`config.mk`:
```
export PLATFORM = sky130hd
export DESIGN_NAME = csr_file
export DESIGN_NICKNAME = d
export VERILOG_FILES = /design/src/rtl/csr_file.sv
export SDC_FILE = /design/constraint.sdc
export NUM_CORES = 1
export LEC_CHECK = 0
export BUFFER_PORTS_ARGS = -buffer_cell sky130_fd_sc_hd__clkbuf_2
export CORE_UTILIZATION = 30
export DETAILED_ROUTE_END_ITERATION = 8
export GPL_ROUTABILITY_DRIVEN = 0
export RECOVER_POWER = 25
export SLEW_MARGIN = 10
export SYNTH_ARGS = -nofsm -noshare
export SYNTH_HDL_FRONTEND = slang
export SYNTH_SLANG_ARGS = --single-unit
```
`constraint.sdc`:
```
create_clock -name clk -period 2.4 [get_ports clk]
set_input_delay 0.36 -clock clk [delete_from_list [all_inputs] [get_ports clk]]
set_output_delay 0.36 -clock clk [all_outputs]
set_load 0.1 [all_outputs]
```
`src/rtl/csr_file.sv`:
```
// csr_file: LoongArch CSR file beside WB; resolves exception commit, ERTN and masked CSR writes.
// Define CSR_TIMER_EN to build TID/TCFG/TVAL/TICLR and the ESTAT.IS[11] countdown timer.
module csr_file #(
  parameter int          TIMER_W  = 32,
  parameter int          NUM_SAVE = 4,
  parameter logic [31:0] TID_INIT = 32'h0
) (
  input  logic        clk,
  input  logic        resetn,
  input  logic        csr_re,
  input  logic [13:0] csr_rd_num,
  output logic [31:0] csr_rd_value,
  input  logic        csr_we,
  input  logic [13:0] csr_wr_num,
  input  logic [31:0] csr_wr_mask,
  input  logic [31:0] csr_wr_value,
  input  logic        wb_ex,
  input  logic [5:0]  wb_ecode,
  input  logic [8:0]  wb_esubcode,
  input  logic [31:0] wb_pc,
  input  logic        wb_badv_we,
  input  logic [31:0] wb_vaddr,
  input  logic        ertn_flush,
  input  logic [7:0]  hw_int_in,
  input  logic        ipi_int_in,
  output logic        has_int,
  output logic [31:0] ex_entry,
  output logic [31:0] ertn_pc
);

  localparam logic [13:0] ADDR_CRMD   = 14'h000;
  localparam logic [13:0] ADDR_PRMD   = 14'h001;
  localparam logic [13:0] ADDR_ECFG   = 14'h004;
  localparam logic [13:0] ADDR_ESTAT  = 14'h005;
  localparam logic [13:0] ADDR_ERA    = 14'h006;
  localparam logic [13:0] ADDR_BADV   = 14'h007;
  localparam logic [13:0] ADDR_EENTRY = 14'h00c;
  localparam logic [13:0] ADDR_SAVE0  = 14'h030;
  localparam logic [13:0] ADDR_TID    = 14'h040;
  localparam logic [13:0] ADDR_TCFG   = 14'h041;
  localparam logic [13:0] ADDR_TVAL   = 14'h042;
  localparam logic [13:0] ADDR_TICLR  = 14'h044;
  localparam logic [12:0] LIE_MASK    = 13'h1bff;

  function automatic logic [31:0] merge(input logic [31:0] old_val,
                                        input logic [31:0] mask,
                                        input logic [31:0] val);
    return (mask & val) | (~mask & old_val);
  endfunction

  logic [1:0]  crmd_plv_q, crmd_plv_d;
  logic        crmd_ie_q, crmd_ie_d;
  logic [1:0]  prmd_pplv_q, prmd_pplv_d;
  logic        prmd_pie_q, prmd_pie_d;
  logic [12:0] ecfg_lie_q, ecfg_lie_d;
  logic [1:0]  is_sw_q, is_sw_d;
  logic [7:0]  is_hw_q, is_hw_d;
  logic        is_ipi_q, is_ipi_d;
  logic [5:0]  ecode_q, ecode_d;
  logic [8:0]  esubcode_q, esubcode_d;
  logic [31:0] era_q, era_d;
  logic [31:0] badv_q, badv_d;
  logic [19:0] eentry_q, eentry_d;
  logic [31:0] save_q [NUM_SAVE];
  logic [31:0] save_d [NUM_SAVE];

  logic        csr_wr_en;
  logic        is_timer;
  logic [31:0] crmd_val, prmd_val, ecfg_val, estat_val, eentry_val, wr_new;

  // A CSR instruction write only lands when no exception or ERTN commits this cycle.
  assign csr_wr_en  = csr_we & ~wb_ex & ~ertn_flush;
  assign crmd_val   = {28'h0, 1'b1, crmd_ie_q, crmd_plv_q};
  assign prmd_val   = {29'h0, prmd_pie_q, prmd_pplv_q};
  assign ecfg_val   = {19'h0, ecfg_lie_q};
  assign estat_val  = {1'b0, esubcode_q, ecode_q, 3'b000,
                       is_ipi_q, is_timer, 1'b0, is_hw_q, is_sw_q};
  assign eentry_val = {eentry_q, 12'h000};

  assign has_int  = crmd_ie_q & |(estat_val[12:0] & ecfg_lie_q);
  assign ex_entry = eentry_val;
  assign ertn_pc  = era_q;

  always_comb begin
    crmd_plv_d  = crmd_plv_q;
    crmd_ie_d   = crmd_ie_q;
    prmd_pplv_d = prmd_pplv_q;
    prmd_pie_d  = prmd_pie_q;
    ecfg_lie_d  = ecfg_lie_q;
    is_sw_d     = is_sw_q;
    is_hw_d     = hw_int_in;
    is_ipi_d    = ipi_int_in;
    ecode_d     = ecode_q;
    esubcode_d  = esubcode_q;
    era_d       = era_q;
    badv_d      = badv_q;
    eentry_d    = eentry_q;
    wr_new      = '0;
    for (int i = 0; i < NUM_SAVE; i++) save_d[i] = save_q[i];

    if (wb_ex) begin
      prmd_pplv_d = crmd_plv_q;
      prmd_pie_d  = crmd_ie_q;
      crmd_plv_d  = 2'b00;
      crmd_ie_d   = 1'b0;
      ecode_d     = wb_ecode;
      esubcode_d  = wb_esubcode;
      era_d       = wb_pc;
      if (wb_badv_we) badv_d = wb_vaddr;
    end else if (ertn_flush) begin
      crmd_plv_d = prmd_pplv_q;
      crmd_ie_d  = prmd_pie_q;
    end else if (csr_wr_en) begin
      case (csr_wr_num)
        ADDR_CRMD: begin
          wr_new     = merge(crmd_val, csr_wr_mask, csr_wr_value);
          crmd_plv_d = wr_new[1:0];
          crmd_ie_d  = wr_new[2];
        end
        ADDR_PRMD: begin
          wr_new      = merge(prmd_val, csr_wr_mask, csr_wr_value);
          prmd_pplv_d = wr_new[1:0];
          prmd_pie_d  = wr_new[2];
        end
        ADDR_ECFG: begin
          wr_new     = merge(ecfg_val, csr_wr_mask, csr_wr_value);
          ecfg_lie_d = wr_new[12:0] & LIE_MASK;
        end
        ADDR_ESTAT: begin
          wr_new  = merge(estat_val, csr_wr_mask, csr_wr_value);
          is_sw_d = wr_new[1:0];
        end
        ADDR_ERA: begin
          wr_new = merge(era_q, csr_wr_mask, csr_wr_value);
          era_d  = wr_new;
        end
        ADDR_BADV: begin
          wr_new = merge(badv_q, csr_wr_mask, csr_wr_value);
          badv_d = wr_new;
        end
        ADDR_EENTRY: begin
          wr_new   = merge(eentry_val, csr_wr_mask, csr_wr_value);
          eentry_d = wr_new[31:12];
        end
        default: ;
      endcase
      for (int i = 0; i < NUM_SAVE; i++) begin
        if (csr_wr_num == ADDR_SAVE0 + 14'(i))
          save_d[i] = merge(save_q[i], csr_wr_mask, csr_wr_value);
      end
    end
  end

  always_ff @(posedge clk or negedge resetn) begin
    if (!resetn) begin
      crmd_plv_q  <= '0;
      crmd_ie_q   <= 1'b0;
      prmd_pplv_q <= '0;
      prmd_pie_q  <= 1'b0;
      ecfg_lie_q  <= '0;
      is_sw_q     <= '0;
      is_hw_q     <= '0;
      is_ipi_q    <= 1'b0;
      ecode_q     <= '0;
      esubcode_q  <= '0;
      era_q       <= '0;
      badv_q      <= '0;
      eentry_q    <= '0;
      for (int i = 0; i < NUM_SAVE; i++) save_q[i] <= '0;
    end else begin
      crmd_plv_q  <= crmd_plv_d;
      crmd_ie_q   <= crmd_ie_d;
      prmd_pplv_q <= prmd_pplv_d;
      prmd_pie_q  <= prmd_pie_d;
      ecfg_lie_q  <= ecfg_lie_d;
      is_sw_q     <= is_sw_d;
      is_hw_q     <= is_hw_d;
      is_ipi_q    <= is_ipi_d;
      ecode_q     <= ecode_d;
      esubcode_q  <= esubcode_d;
      era_q       <= era_d;
      badv_q      <= badv_d;
      eentry_q    <= eentry_d;
      for (int i = 0; i < NUM_SAVE; i++) save_q[i] <= save_d[i];
    end
  end

`ifdef CSR_TIMER_EN
  localparam logic [TIMER_W-1:0] TVAL_ONE = TIMER_W'(1);

  logic [31:0]        tid_q, tid_d;
  logic [TIMER_W-1:0] tcfg_q, tcfg_d, tval_q, tval_d, tcfg_new;
  logic               armed_q, armed_d, is_timer_q, is_timer_d;
  logic               timer_expire, tcfg_wr, ticlr_wr;

  assign tcfg_wr      = csr_wr_en && (csr_wr_num == ADDR_TCFG);
  assign ticlr_wr     = csr_wr_en && (csr_wr_num == ADDR_TICLR) && csr_wr_mask[0] && csr_wr_value[0];
  assign timer_expire = armed_q & tcfg_q[0] & (tval_q == '0);
  assign tcfg_new     = (csr_wr_mask[TIMER_W-1:0] & csr_wr_value[TIMER_W-1:0]) |
                        (~csr_wr_mask[TIMER_W-1:0] & tcfg_q);
  assign is_timer     = is_timer_q;

  // One-shot expiry parks TVAL at all-ones and disarms until TCFG is rewritten;
  // a TCFG write overrides the counter, but an expiry in that cycle still raises IS[11].
  always_comb begin
    tid_d      = tid_q;
    tcfg_d     = tcfg_q;
    tval_d     = tval_q;
    armed_d    = armed_q;
    is_timer_d = is_timer_q;

    if (armed_q && tcfg_q[0]) begin
      if (timer_expire) begin
        if (tcfg_q[1]) begin
          tval_d = {tcfg_q[TIMER_W-1:2], 2'b00};
        end else begin
          tval_d  = '1;
          armed_d = 1'b0;
        end
      end else begin
        tval_d = tval_q - TVAL_ONE;
      end
    end

    if (ticlr_wr)     is_timer_d = 1'b0;
    if (timer_expire) is_timer_d = 1'b1;

    if (csr_wr_en && (csr_wr_num == ADDR_TID))
      tid_d = merge(tid_q, csr_wr_mask, csr_wr_value);

    if (tcfg_wr) begin
      tcfg_d  = tcfg_new;
      tval_d  = {tcfg_new[TIMER_W-1:2], 2'b00};
      armed_d = tcfg_new[0];
    end
  end

  always_ff @(posedge clk or negedge resetn) begin
    if (!resetn) begin
      tid_q      <= TID_INIT;
      tcfg_q     <= '0;
      tval_q     <= '0;
      armed_q    <= 1'b0;
      is_timer_q <= 1'b0;
    end else begin
      tid_q      <= tid_d;
      tcfg_q     <= tcfg_d;
      tval_q     <= tval_d;
      armed_q    <= armed_d;
      is_timer_q <= is_timer_d;
    end
  end
`else
  logic unused_timer_cfg;
  assign is_timer         = 1'b0;
  assign unused_timer_cfg = ^{TIMER_W, TID_INIT};
`endif

  // Reads see pre-update state; unmapped and out-of-range SAVE addresses fall through to 0.
  always_comb begin
    csr_rd_value = '0;
    if (csr_re) begin
      case (csr_rd_num)
        ADDR_CRMD:   csr_rd_value = crmd_val;
        ADDR_PRMD:   csr_rd_value = prmd_val;
        ADDR_ECFG:   csr_rd_value = ecfg_val;
        ADDR_ESTAT:  csr_rd_value = estat_val;
        ADDR_ERA:    csr_rd_value = era_q;
        ADDR_BADV:   csr_rd_value = badv_q;
        ADDR_EENTRY: csr_rd_value = eentry_val;
`ifdef CSR_TIMER_EN
        ADDR_TID:    csr_rd_value = tid_q;
        ADDR_TCFG:   csr_rd_value[TIMER_W-1:0] = tcfg_q;
        ADDR_TVAL:   csr_rd_value[TIMER_W-1:0] = tval_q;
`endif
        default: ;
      endcase
      for (int i = 0; i < NUM_SAVE; i++) begin
        if (csr_rd_num == ADDR_SAVE0 + 14'(i)) csr_rd_value = save_q[i];
      end
    end
  end

endmodule

```
==> results by group <==
Pwr
  • Switching share of power: 0.292
  • VDD IR max: 0.000362 V
  • Clk network pwr share: 0.446
  • Leakage: 9.06 nW
  • Psw: 3.40 mW
  • Pwr dens: around 560 mW/mm2
  • Combinational share of power: 0.153
  • Total Power: 11.6 mW
  • Seq pwr share: 0.401
  • Cell Int Power: 8.23 mW

Yosys
  • FFs w/ async S/R, synth: 1.00
  • Leading area contributor after synthesis: dfrtp_1
  • Cell with the most instances after synthesis: dfrtp_1
  • Most instantiated cells after synthesis: dfrtp_1, nor2_1, mux2_2
  • Post-Syn Area per Cell: 9.47 um2
  • Unique masters post-synth: 62
  • Synth Cell Area: 0.0145 mm2
  • Seq/Total Area, Yosys: 0.443
  • Yosys warning count: 0
  • Area contributors post-synth: dfrtp_1, mux2_2, nor2_1
  • EDFF count, synth: 0
  • Synth top area share: 0.443
  • Syn Inst Count: 1527
  • Synth Flop Type: dfrtp_1
  • FF+latch count, synth: 256

Worst setup path
  • CP Data Arrival Time: roughly 2.5 ns
  • Delay-heaviest family, CP: simple AND/OR/NAND/NOR gates
  • CP max stage cell: or4_4
  • Setup crit start kind: input pin
  • Most frequent CP cell: buf_12
  • Critical path class: in -> out
  • Worst setup EP type: output port
  • Worst-path cell chain: buf_8 -> or4_4 -> buf_12 -> nor4_4 -> buf_4 -> buf_6 -> a22o_1 -> o22ai_2 -> a21boi_4 -> buf_12
  • Max incr delay on CP: approximately 0.58 ns
  • Critical Path RT: 2.04 ns
  • Critical path peak fanout: 5
  • Bufs and invs on worst path: 5

Routing
  • Routed wire length per instance: roughly 22 um
  • Detail Route Antenna Nets: 0
  • Final wirelength: around 57 mm
  • Number of iterations in the first detailed-routing pass: 7
  • DRC: 0
  • DRT iter0 DRCs: approximately 980
  • Vias per cell: ~5.5
  • Routed via count: around 14000

GRT
  • First-pass GRT wire length: 85.5 mm
  • Initial antenna violation count: 3
  • Number of global-route vias before repair: 14100
  • Overall global routing resource usage: 0.226
  • Pin count of the biggest net entering global routing: 146
  • Global route overflow: 0

Die
  • Core ar.: 0.0476 mm2
  • Initial Util: 0.304
  • Ports: 284
  • Site Rows: 80
  • Die height: 222 um
  • Die Span X: between 200 and 250 um
  • Die area: 0.0491 mm2

Clock tree
  • H-tree depth: 2
  • CTS Buf Count: 34
  • Clock-pin slew on the worst setup and hold paths: 0.05 ns
  • Max Root-Sink Buffers: 3
  • Clk Latency, worst-skew pair: 0.54 ns
  • CTS Sinks: 256
  • Root Driver: clkbuf_16
  • CTS tree: done

Finish
  • Synth-to-layout area growth: 43.4%
  • Post-layout nets: 2093
  • Share of cells above drive strength 1: 0.428
  • Final instance area: 0.0207 mm2
  • Number of fill cells: 4527

Timing
  • Final setup violation count: 33
  • Final hold violations: 0
  • Total negative slack: -11.11 ns
  • Final WS setup: -0.410 ns
  • Worst-margin pin slew: 1.82 ns
  • Peak Freq: 356 MHz
  • Hold WS: 0.0293 ns
  • Clk_skew: around 0.0038 ns
  • RSZ-0062 raised after global routing: yes
  • Max-slew violations: a little under 200
  • Final period util: 1.17
  • Final worst path period need: 2.81 ns
  • Slew headroom: -0.216

Flow run
  • Max-Cap Viols: 2

Run status
  • Violated checks: capacitance limit, slew limit, setup timing
  • Status: finished, violations left

Placed design
  • PortBufs: 271
  • Place WS: -0.490 ns
  • Post-DP Area: 0.0187 mm2
  • Post-DP HPWL: 38.7 mm

Hold path
  • Worst hold-check path type: in -> reg
[metrics by stage]
step,utilization,cells
2_1_floorplan,-,1538
3_3_place_gp,0.392,2440
3_5_place_dp,0.392,2440
4_1_cts,0.431,2536
5_1_grt,0.435,2547
6_report,0.435,2547
[what timing repair did]
| action | 4_1_cts | 5_1_grt |
|---|---|---|
| setup endpoints to repair | 33 | 33 |
| resized for setup | 69 | 48 |
| pin swaps | 52 | 29 |
| gates cloned | 3 | 0 |
| hold endpoints to repair | 57 | 0 |
| setup buffers | 25 | 8 |
| hold buffers | 10 | 0 |
[power by group through the flow]
stage | Sequential [mW] | Combinational (mW) | Clock [mW]
floorplan | 5.03 | 0.686 | 0
global placement | 4.72 | 1.68 | 0
detailed placement | 4.73 | 1.70 | 0
CTS | 4.66 | 1.75 | 5.26
global route | 4.68 | 1.89 | 5.44
finish | 4.66 | 1.78 | 5.18
[worst reg2reg max path: cells and delay by family (launching register included)]
kind            cells  cell delay [ns]
compound gates      3             0.53
flops               1             0.43
[metal layers]
metal / share of wire / track usage / wire (um) / vias up
met5: 0 / 0 / 0 / -
met4: 0.030 / 0.0847 / 1670 / 0
met3: 0.065 / 0.0390 / 3680 / 94
met2: 0.48 / 0.374 / 27100 / 570
met1: 0.43 / 0.296 / 24100 / 7001
li1: - / - / - / 6259
[cell usage in the layout (no fill, tap or decap), types with 23 or more instances in the layout]
master and n:
dfrtp_1 254, clkbuf_2 229, nor2_1 189, mux2_2 178, buf_4 117, nand2_1 105, a21oi_1 105, nand3_1 71
buf_12 61, o21ai_0 55, inv_1 42, mux2i_1 39, clkbuf_16 38, o31a_1 32, or2_2 24, a311oi_1 23
[kinds of logic (layout without fill, tap and decap cells)]
family	after synthesis	count (layout)	share of synthesized area
mux	218	218	0.167
simple gates	499	499	0.162
flops	256	256	0.443
other cells	1	15	0.000259
buf+inv	164	555	0.0473
compound gates	389	389	0.180
[cell type report]
type	count	area [um2]	share of cell area
Clock buffer	50	1020	0.0494
Clock inverter	9	97.6	0.00471
Inverter	42	158	0.00760
Sequential cell	256	6410	0.309
Tap cell	615	769	0.0371
Timing Repair Buffer	454	3850	0.186
Multi-Input combinational cell	1118	8430	0.406
Antenna cell	3	7.51	0.000362
[worst paths after layout]
path,startpoint,to,slack [ns],depth (start not counted)
min,wb_pc[13],register,0.03,3
min reg2reg,register,register,0.50,1
max reg2reg,register,register,1.24,3
min in group asynchronous,resetn,async pin,0.76,2
max,csr_rd_num[4],csr_rd_value[1],-0.41,10
max in group asynchronous,resetn,async pin,0.35,3
No activity file was read; power rests on OpenSTA's default activity.
